**config.mk**
```make
export PLATFORM = sky130hd
export DESIGN_NAME = csr_unit
export DESIGN_NICKNAME = d
export VERILOG_FILES = /design/src/rtl/csr_unit.sv
export SDC_FILE = /design/constraint.sdc
export NUM_CORES = 1
export LEC_CHECK = 0
export ABC_AREA = 1
export BUFFER_PORTS_ARGS = -buffer_cell sky130_fd_sc_hd__buf_2
export CORE_MARGIN = 2
export CORE_UTILIZATION = 55
export CTS_CLUSTER_DIAMETER = 30
export DETAILED_ROUTE_END_ITERATION = 16
export GPL_TIMING_DRIVEN = 0
export PLACE_DENSITY = 0.82
export SYNTH_ARGS = -nofsm -noshare
export SYNTH_HDL_FRONTEND = slang
export SYNTH_SLANG_ARGS = --single-unit
export TNS_END_PERCENT = 10
```
**constraint.sdc**
```tcl
create_clock -name clk -period 3.8 [get_ports clk]
set_input_delay 0.57 -clock clk [delete_from_list [all_inputs] [get_ports clk]]
set_output_delay 0.57 -clock clk [all_outputs]
set_load 0.02 [all_outputs]
```
**src/rtl/csr_unit.sv**
```systemverilog
// ---------------------------------------------------------------------------
// csr_unit -- machine-mode CSR file
//
// Combinational read of the addressed CSR, read-modify-write update at the
// clock edge, trap entry / MRET bookkeeping, interrupt-pending generation
// and 64-bit mcycle / minstret counters.
//
// Parameters
//   XLEN         data width, 32 or 64
//   HART_ID      value returned by mhartid
//   MTVEC_RESET  reset value of mtvec
//
// Build option
//   CSR_COUNTERS_EN  when defined, mcycle/minstret (and the high halves at
//                    XLEN=32) are real counters; when undefined the counter
//                    addresses are legal, read 0 and ignore writes.
//
// Ports
//   clk, rst        clock, synchronous active-high reset
//   csr_we_i        CSR write strobe
//   csr_op_i        01 RW, 10 RS, 11 RC, 00 no write
//   csr_addr_i      CSR address for read and write
//   csr_wdata_i     rs1/zimm operand
//   csr_rdata_o     old value of the addressed CSR (combinational)
//   illegal_o       unimplemented CSR, or write attempt to a read-only CSR
//   trap_i          take trap this cycle (cause/pc/val qualify it)
//   trap_cause_i, trap_pc_i, trap_val_i
//   mret_i          MRET retiring this cycle
//   instret_i       one instruction retired this cycle
//   irq_ext_i, irq_timer_i   interrupt levels, registered into mip
//   irq_pending_o   enabled interrupt pending (from registers only)
//   trap_vec_o      trap target PC
//   mepc_o          current mepc (MRET target)
//
// Same-cycle priority: reset > trap > MRET > software write. Fields a
// higher-priority event updates ignore the lower-priority update.
// ---------------------------------------------------------------------------
module csr_unit #(
   parameter int unsigned     XLEN        = 32,
   parameter logic [XLEN-1:0] HART_ID     = '0,
   parameter logic [XLEN-1:0] MTVEC_RESET = '0
) (
   input  logic            clk,
   input  logic            rst,
   input  logic            csr_we_i,
   input  logic [1:0]      csr_op_i,
   input  logic [11:0]     csr_addr_i,
   input  logic [XLEN-1:0] csr_wdata_i,
   output logic [XLEN-1:0] csr_rdata_o,
   output logic            illegal_o,
   input  logic            trap_i,
   input  logic [XLEN-1:0] trap_cause_i,
   input  logic [XLEN-1:0] trap_pc_i,
   input  logic [XLEN-1:0] trap_val_i,
   input  logic            mret_i,
   input  logic            instret_i,
   input  logic            irq_ext_i,
   input  logic            irq_timer_i,
   output logic            irq_pending_o,
   output logic [XLEN-1:0] trap_vec_o,
   output logic [XLEN-1:0] mepc_o
);

   logic            mie_q, mie_d;       // mstatus.MIE
   logic            mpie_q, mpie_d;     // mstatus.MPIE
   logic            meie_q, meie_d;
   logic            mtie_q, mtie_d;
   logic            meip_q, meip_d;
   logic            mtip_q, mtip_d;
   logic [XLEN-1:0] mtvec_q, mtvec_d;
   logic [XLEN-1:0] mscratch_q, mscratch_d;
   logic [XLEN-1:0] mepc_q, mepc_d;
   logic [XLEN-1:0] mcause_q, mcause_d;
   logic [XLEN-1:0] mtval_q, mtval_d;
`ifdef CSR_COUNTERS_EN
   logic [63:0]     mcycle_q, mcycle_d;
   logic [63:0]     minstret_q, minstret_d;
`else
   logic            unused_instret;
   assign unused_instret = instret_i;
`endif

   logic [XLEN-1:0] rdata;
   logic [XLEN-1:0] wval;
   logic [XLEN-1:0] vec_off;
   logic            legal;
   logic            read_only;
   logic            wr_en;

   // Read mux: also classifies the address as legal / read-only.
   always_comb begin
      rdata     = '0;
      legal     = 1'b1;
      read_only = 1'b0;
      case (csr_addr_i)
         12'h300: begin
            rdata[3]     = mie_q;
            rdata[7]     = mpie_q;
            rdata[12:11] = 2'b11;             // MPP hardwired to M-mode
         end
         12'h301: begin
            rdata[XLEN-1:XLEN-2] = (XLEN == 64) ? 2'b10 : 2'b01;
            rdata[8]             = 1'b1;      // I extension
            read_only            = 1'b1;
         end
         12'h304: begin
            rdata[11] = meie_q;
            rdata[7]  = mtie_q;
         end
         12'h305: rdata = mtvec_q;
         12'h340: rdata = mscratch_q;
         12'h341: rdata = mepc_q;
         12'h342: rdata = mcause_q;
         12'h343: rdata = mtval_q;
         12'h344: begin
            rdata[11] = meip_q;
            rdata[7]  = mtip_q;
         end
`ifdef CSR_COUNTERS_EN
         12'hB00: rdata = mcycle_q[XLEN-1:0];
         12'hB02: rdata = minstret_q[XLEN-1:0];
         12'hB80: if (XLEN == 32) rdata[31:0] = mcycle_q[63:32];   else legal = 1'b0;
         12'hB82: if (XLEN == 32) rdata[31:0] = minstret_q[63:32]; else legal = 1'b0;
`else
         12'hB00, 12'hB02: rdata = '0;
         12'hB80, 12'hB82: legal = (XLEN == 32);
`endif
         12'hF14: begin
            rdata     = HART_ID;
            read_only = 1'b1;
         end
         default: legal = 1'b0;
      endcase
   end

   always_comb begin
      case (csr_op_i)
         2'b01:   wval = csr_wdata_i;
         2'b10:   wval = rdata | csr_wdata_i;
         2'b11:   wval = rdata & ~csr_wdata_i;
         default: wval = rdata;
      endcase
   end

   assign wr_en       = csr_we_i && (csr_op_i != 2'b00) && legal && !read_only;
   assign illegal_o   = !legal || (csr_we_i && (csr_op_i != 2'b00) && read_only);
   assign csr_rdata_o = rdata;

   // Next-state: software write first, then MRET, then trap, so later
   // assignments implement the priority order.
   always_comb begin
      mie_d      = mie_q;
      mpie_d     = mpie_q;
      meie_d     = meie_q;
      mtie_d     = mtie_q;
      meip_d     = irq_ext_i;
      mtip_d     = irq_timer_i;
      mtvec_d    = mtvec_q;
      mscratch_d = mscratch_q;
      mepc_d     = mepc_q;
      mcause_d   = mcause_q;
      mtval_d    = mtval_q;
`ifdef CSR_COUNTERS_EN
      mcycle_d   = mcycle_q + 64'd1;
      minstret_d = minstret_q + {63'd0, instret_i};
`endif
      if (wr_en) begin
         case (csr_addr_i)
            12'h300: begin
               mie_d  = wval[3];
               mpie_d = wval[7];
            end
            12'h304: begin
               meie_d = wval[11];
               mtie_d = wval[7];
            end
            // Reserved modes 1x fall back to direct mode.
            12'h305: mtvec_d = wval[1] ? {wval[XLEN-1:2], 2'b00} : wval;
            12'h340: mscratch_d = wval;
            12'h341: mepc_d     = {wval[XLEN-1:2], 2'b00};
            12'h342: mcause_d   = wval;
            12'h343: mtval_d    = wval;
`ifdef CSR_COUNTERS_EN
            12'hB00: begin
               mcycle_d              = mcycle_q;
               mcycle_d[XLEN-1:0]    = wval;
            end
            12'hB02: begin
               minstret_d            = minstret_q;
               minstret_d[XLEN-1:0]  = wval;
            end
            12'hB80: begin
               mcycle_d              = mcycle_q;
               mcycle_d[63:32]       = wval[31:0];
            end
            12'hB82: begin
               minstret_d            = minstret_q;
               minstret_d[63:32]     = wval[31:0];
            end
`endif
            default: ;
         endcase
      end
      if (mret_i) begin
         mie_d  = mpie_q;
         mpie_d = 1'b1;
      end
      if (trap_i) begin
         mepc_d   = {trap_pc_i[XLEN-1:2], 2'b00};
         mcause_d = trap_cause_i;
         mtval_d  = trap_val_i;
         mpie_d   = mie_q;
         mie_d    = 1'b0;
      end
   end

   always_ff @(posedge clk) begin
      if (rst) begin
         mie_q      <= 1'b0;
         mpie_q     <= 1'b0;
         meie_q     <= 1'b0;
         mtie_q     <= 1'b0;
         meip_q     <= 1'b0;
         mtip_q     <= 1'b0;
         mtvec_q    <= MTVEC_RESET;
         mscratch_q <= '0;
         mepc_q     <= '0;
         mcause_q   <= '0;
         mtval_q    <= '0;
`ifdef CSR_COUNTERS_EN
         mcycle_q   <= '0;
         minstret_q <= '0;
`endif
      end else begin
         mie_q      <= mie_d;
         mpie_q     <= mpie_d;
         meie_q     <= meie_d;
         mtie_q     <= mtie_d;
         meip_q     <= meip_d;
         mtip_q     <= mtip_d;
         mtvec_q    <= mtvec_d;
         mscratch_q <= mscratch_d;
         mepc_q     <= mepc_d;
         mcause_q   <= mcause_d;
         mtval_q    <= mtval_d;
`ifdef CSR_COUNTERS_EN
         mcycle_q   <= mcycle_d;
         minstret_q <= minstret_d;
`endif
      end
   end

   assign irq_pending_o = mie_q && ((meie_q && meip_q) || (mtie_q && mtip_q));
   assign mepc_o        = mepc_q;

   // Vectored offset is 4*cause[5:0]; only interrupts are vectored.
   always_comb begin
      vec_off      = '0;
      vec_off[7:2] = trap_cause_i[5:0];
      if (mtvec_q[1:0] == 2'b01 && trap_cause_i[XLEN-1])
         trap_vec_o = {mtvec_q[XLEN-1:2], 2'b00} + vec_off;
      else
         trap_vec_o = {mtvec_q[XLEN-1:2], 2'b00};
   end

endmodule
```
==> reports/results.tsv <==
stage	metric	value	unit
detailed_routing	vias_per_cell	5.95	
synth	synth_warnings	0	
detailed_routing	ant_nets	0	
synth	syn_area	11000	um^2
synth	yosysUniqueCellTypes	41	
synth	ys_seq_elements	163	
detailed_routing	firstDrtPassIters	7	
global_route	grt_max_degree	17	
synth	synth_edf_count	0	
detailed_routing	wl_per_cell	20.4	um
cells_and_area	diodes	0	
timing	rsz0062_at_grt	no	
clocking	numCtsBuffers	17	
floorplan	core_area	19600	um^2
cells_and_area	fin_nets	2276	
setup_path	cp-start-kind	input pin	
global_route	grt_pass1_wl	73100	um
cells_and_area	final_cells	2397	
timing	finalHoldViolCount	0	
place	io_buffer_count	238	
synth	yosysSeqAreaShare	29.5	%
timing	post-route-period-util	95.8	%
clocking	post-cts-setup-buffers	0	
setup_path	critPathSlowestCell	clkbuf_1	
run_status	status	completed	
timing	finalSetupTns	0	ps
detailed_routing	routed_wl	49000	um
timing	drv_slew	0	
detailed_routing	vias	14300	
synth	async_reset_ff_share	0	%
place	place_inst	2365	
floorplan	dieArea	21200	um^2
clocking	cts.hold.buffers_added	0	
cells_and_area	layout-drive-gt1-share	17.2	%
clocking	cts_buffer_depth	2	
place	dp_hpwl	38600	um
detailed_routing	drtIter0Drc	1933	
timing	period_minus_slack	3640	ps
synth	syn_inst	1859	
cells_and_area	area_growth	19.2	%
floorplan	start_util	56.4	%
timing	skew	12.0	ps
setup_path	crit_type	in -> out	
timing	max_slew_margin	32.4	%
run	cap_viol_max_count	0	
setup_path	end_kind	primary output	
clocking	root_buffer	clkbuf_16	
floorplan	boundaryPins	248	
global_route	grt-ovfl-total	0	
setup_path	slowest_delay	560	ps
synth	yosysTopAreaCell	dfxtp_1	
synth	avgSynthCellArea	5.94	um^2
synth	yosys.area.top_type_share	29.5	%
power_and_ir_drop	ir_drop	0.335	mV
timing	fin_ws	161	ps
clocking	path_clk_slew	80	ps
setup_path	cp_max_fo	10	
floorplan	die_x	146	um
setup_path	worstPathArrival	3070	ps
power_and_ir_drop	leakage	6.78	nW
hold_path	hold_class	in -> reg	
global_route	antenna_found_initial	0	
synth	synthTopCellsByCount	620 x nand2_1, 263 x nand3_1, 232 x nor2_1, 163 x dfxtp_1, 122 x a21oi_1	
synth	yosys-top-cells-area	dfxtp_1 30%, nand2_1 21%, nand3_1 12%	
place	post-place-ws	312	ps
synth	synthFlopType	dfxtp_1	
clocking	htree_num_levels	4	
timing	setup_viol	0	
timing	max_freq	0.275	GHz
power_and_ir_drop	p_total	4.20	mW
clocking	clock-sinks	163	
clocking	clkLatencyLatePin	440	ps
power_and_ir_drop	p_per_area	319	nW/um^2
detailed_routing	post-route-drc-count	0	
global_route	grt_usage	44.5	%
floorplan	fp.dieH	146	um
setup_path	worst-endpoint-required	3230	ps
setup_path	worstPathCellList	buf_2 > nor2_1 > nand2_2 > nor2_2 > nand3_1 > clkinv_1 > clkbuf_1 > a22o_1 > a21oi_1 > nand3_1 > buf_2	
clocking	cts_resized	0	
floorplan	row_count	51	
place	gp_congestion	1.05	
global_route	grt_pass1_vias	12900	
synth	synth.most_common_cell	nand2_1	
timing	fin_hold_ws	332	ps
timing	tightest_slew	1010	ps
clocking	cts_tree	yes	
-- placed cells by master, fill, tap and decap left out, drive strengths merged, types with 3 or more instances in the layout --
cell,instances
nand3,266
clkbuf,75
dfxtp,163
nor2,246
clkinv,6
ha,6
a22o,21
xor2,20
o2111ai,3
inv,91
nor3,14
nand2,630
a221oi,3
conb,4
buf,304
nand4,15
xnor2,5
o21ai,122
a21oi,122
nor4,3
-- report_power, final --
part           switching (mW)  leakage [nW]  internal (mW)
combinational           0.410          5.17          0.184
sequential             0.0743          1.33           1.77
clock                   0.823         0.281          0.944
-- sequential cells by signal (all words and copies together) (netlist names) --
name	flops
mcause_q	32
mscratch_q	32
mtval_q	32
mtvec_q	31
mepc_o	30
meie_q	1
meip_q	1
mie_q	1
mpie_q	1
mtie_q	1
mtip_q	1
-- layer usage --
metal  GRT usage [%]  vias to the layer above  wire length, um
met3            11.8                      153             7750
met4            18.5                        0             2060
li1                -                     6583                -
met5               0                        -                0
met1            60.9                     6395            18800
met2            66.5                     1141            20300
-- critical path, delay by kind of cell --
family / cells / cell delay (ps)
AND/OR/NAND/NOR: 5 / 1020
AO/OA/AOI/OAI: 2 / 320
buffers and inverters: 4 / 1140
-- worst paths after layout --
check        slack [ps]  cells past startpoint              to            from
min                 330                      3          mtip_q     irq_timer_i
max reg2reg        1860                     11     mtval_q[23]     mtvec_q[23]
min reg2reg         500                      2     mcause_q[9]     mcause_q[9]
max                 160                     11  csr_rdata_o[6]  csr_addr_i[11]
-- cells by family (layout without fill, tap and decap cells) --
| kind of cell | count (synthesis) | count (layout) | synth area share [%] |
|---|---|---|---|
| AOI/OAI and AO/OA | 274 | 274 | 13.4 |
| xor gates and xnor gates | 25 | 25 | 1.98 |
| adders and majority gates | 7 | 7 | 0.861 |
| buffers and inverters | 209 | 479 | 8.59 |
| DFF | 163 | 163 | 29.5 |
| other | 1 | 4 | 0.0340 |
| and+or+nand+nor | 1180 | 1180 | 45.6 |
-- area by class of cell --
class,instances,area (um^2)
plain buffers,122,622
clock buffers,19,443
clock inverters,13,140
fillers,1872,6430
inverters,87,327
multi-input cells,1490,6840
flip-flops and latches,163,3260
well taps,265,332
repair buffers,238,1190
-- per-stage QoR --
stage / utilization [%] / cell area, um^2
6_report: 67.2 / 13200
3_5_place_dp: 64.2 / 12600
3_3_place_gp: 64.2 / 12600
4_1_cts: 67.2 / 13200
2_1_floorplan: - / 11100
5_1_grt: 67.2 / 13200
Note: power is estimated with default switching activity, not from simulation.
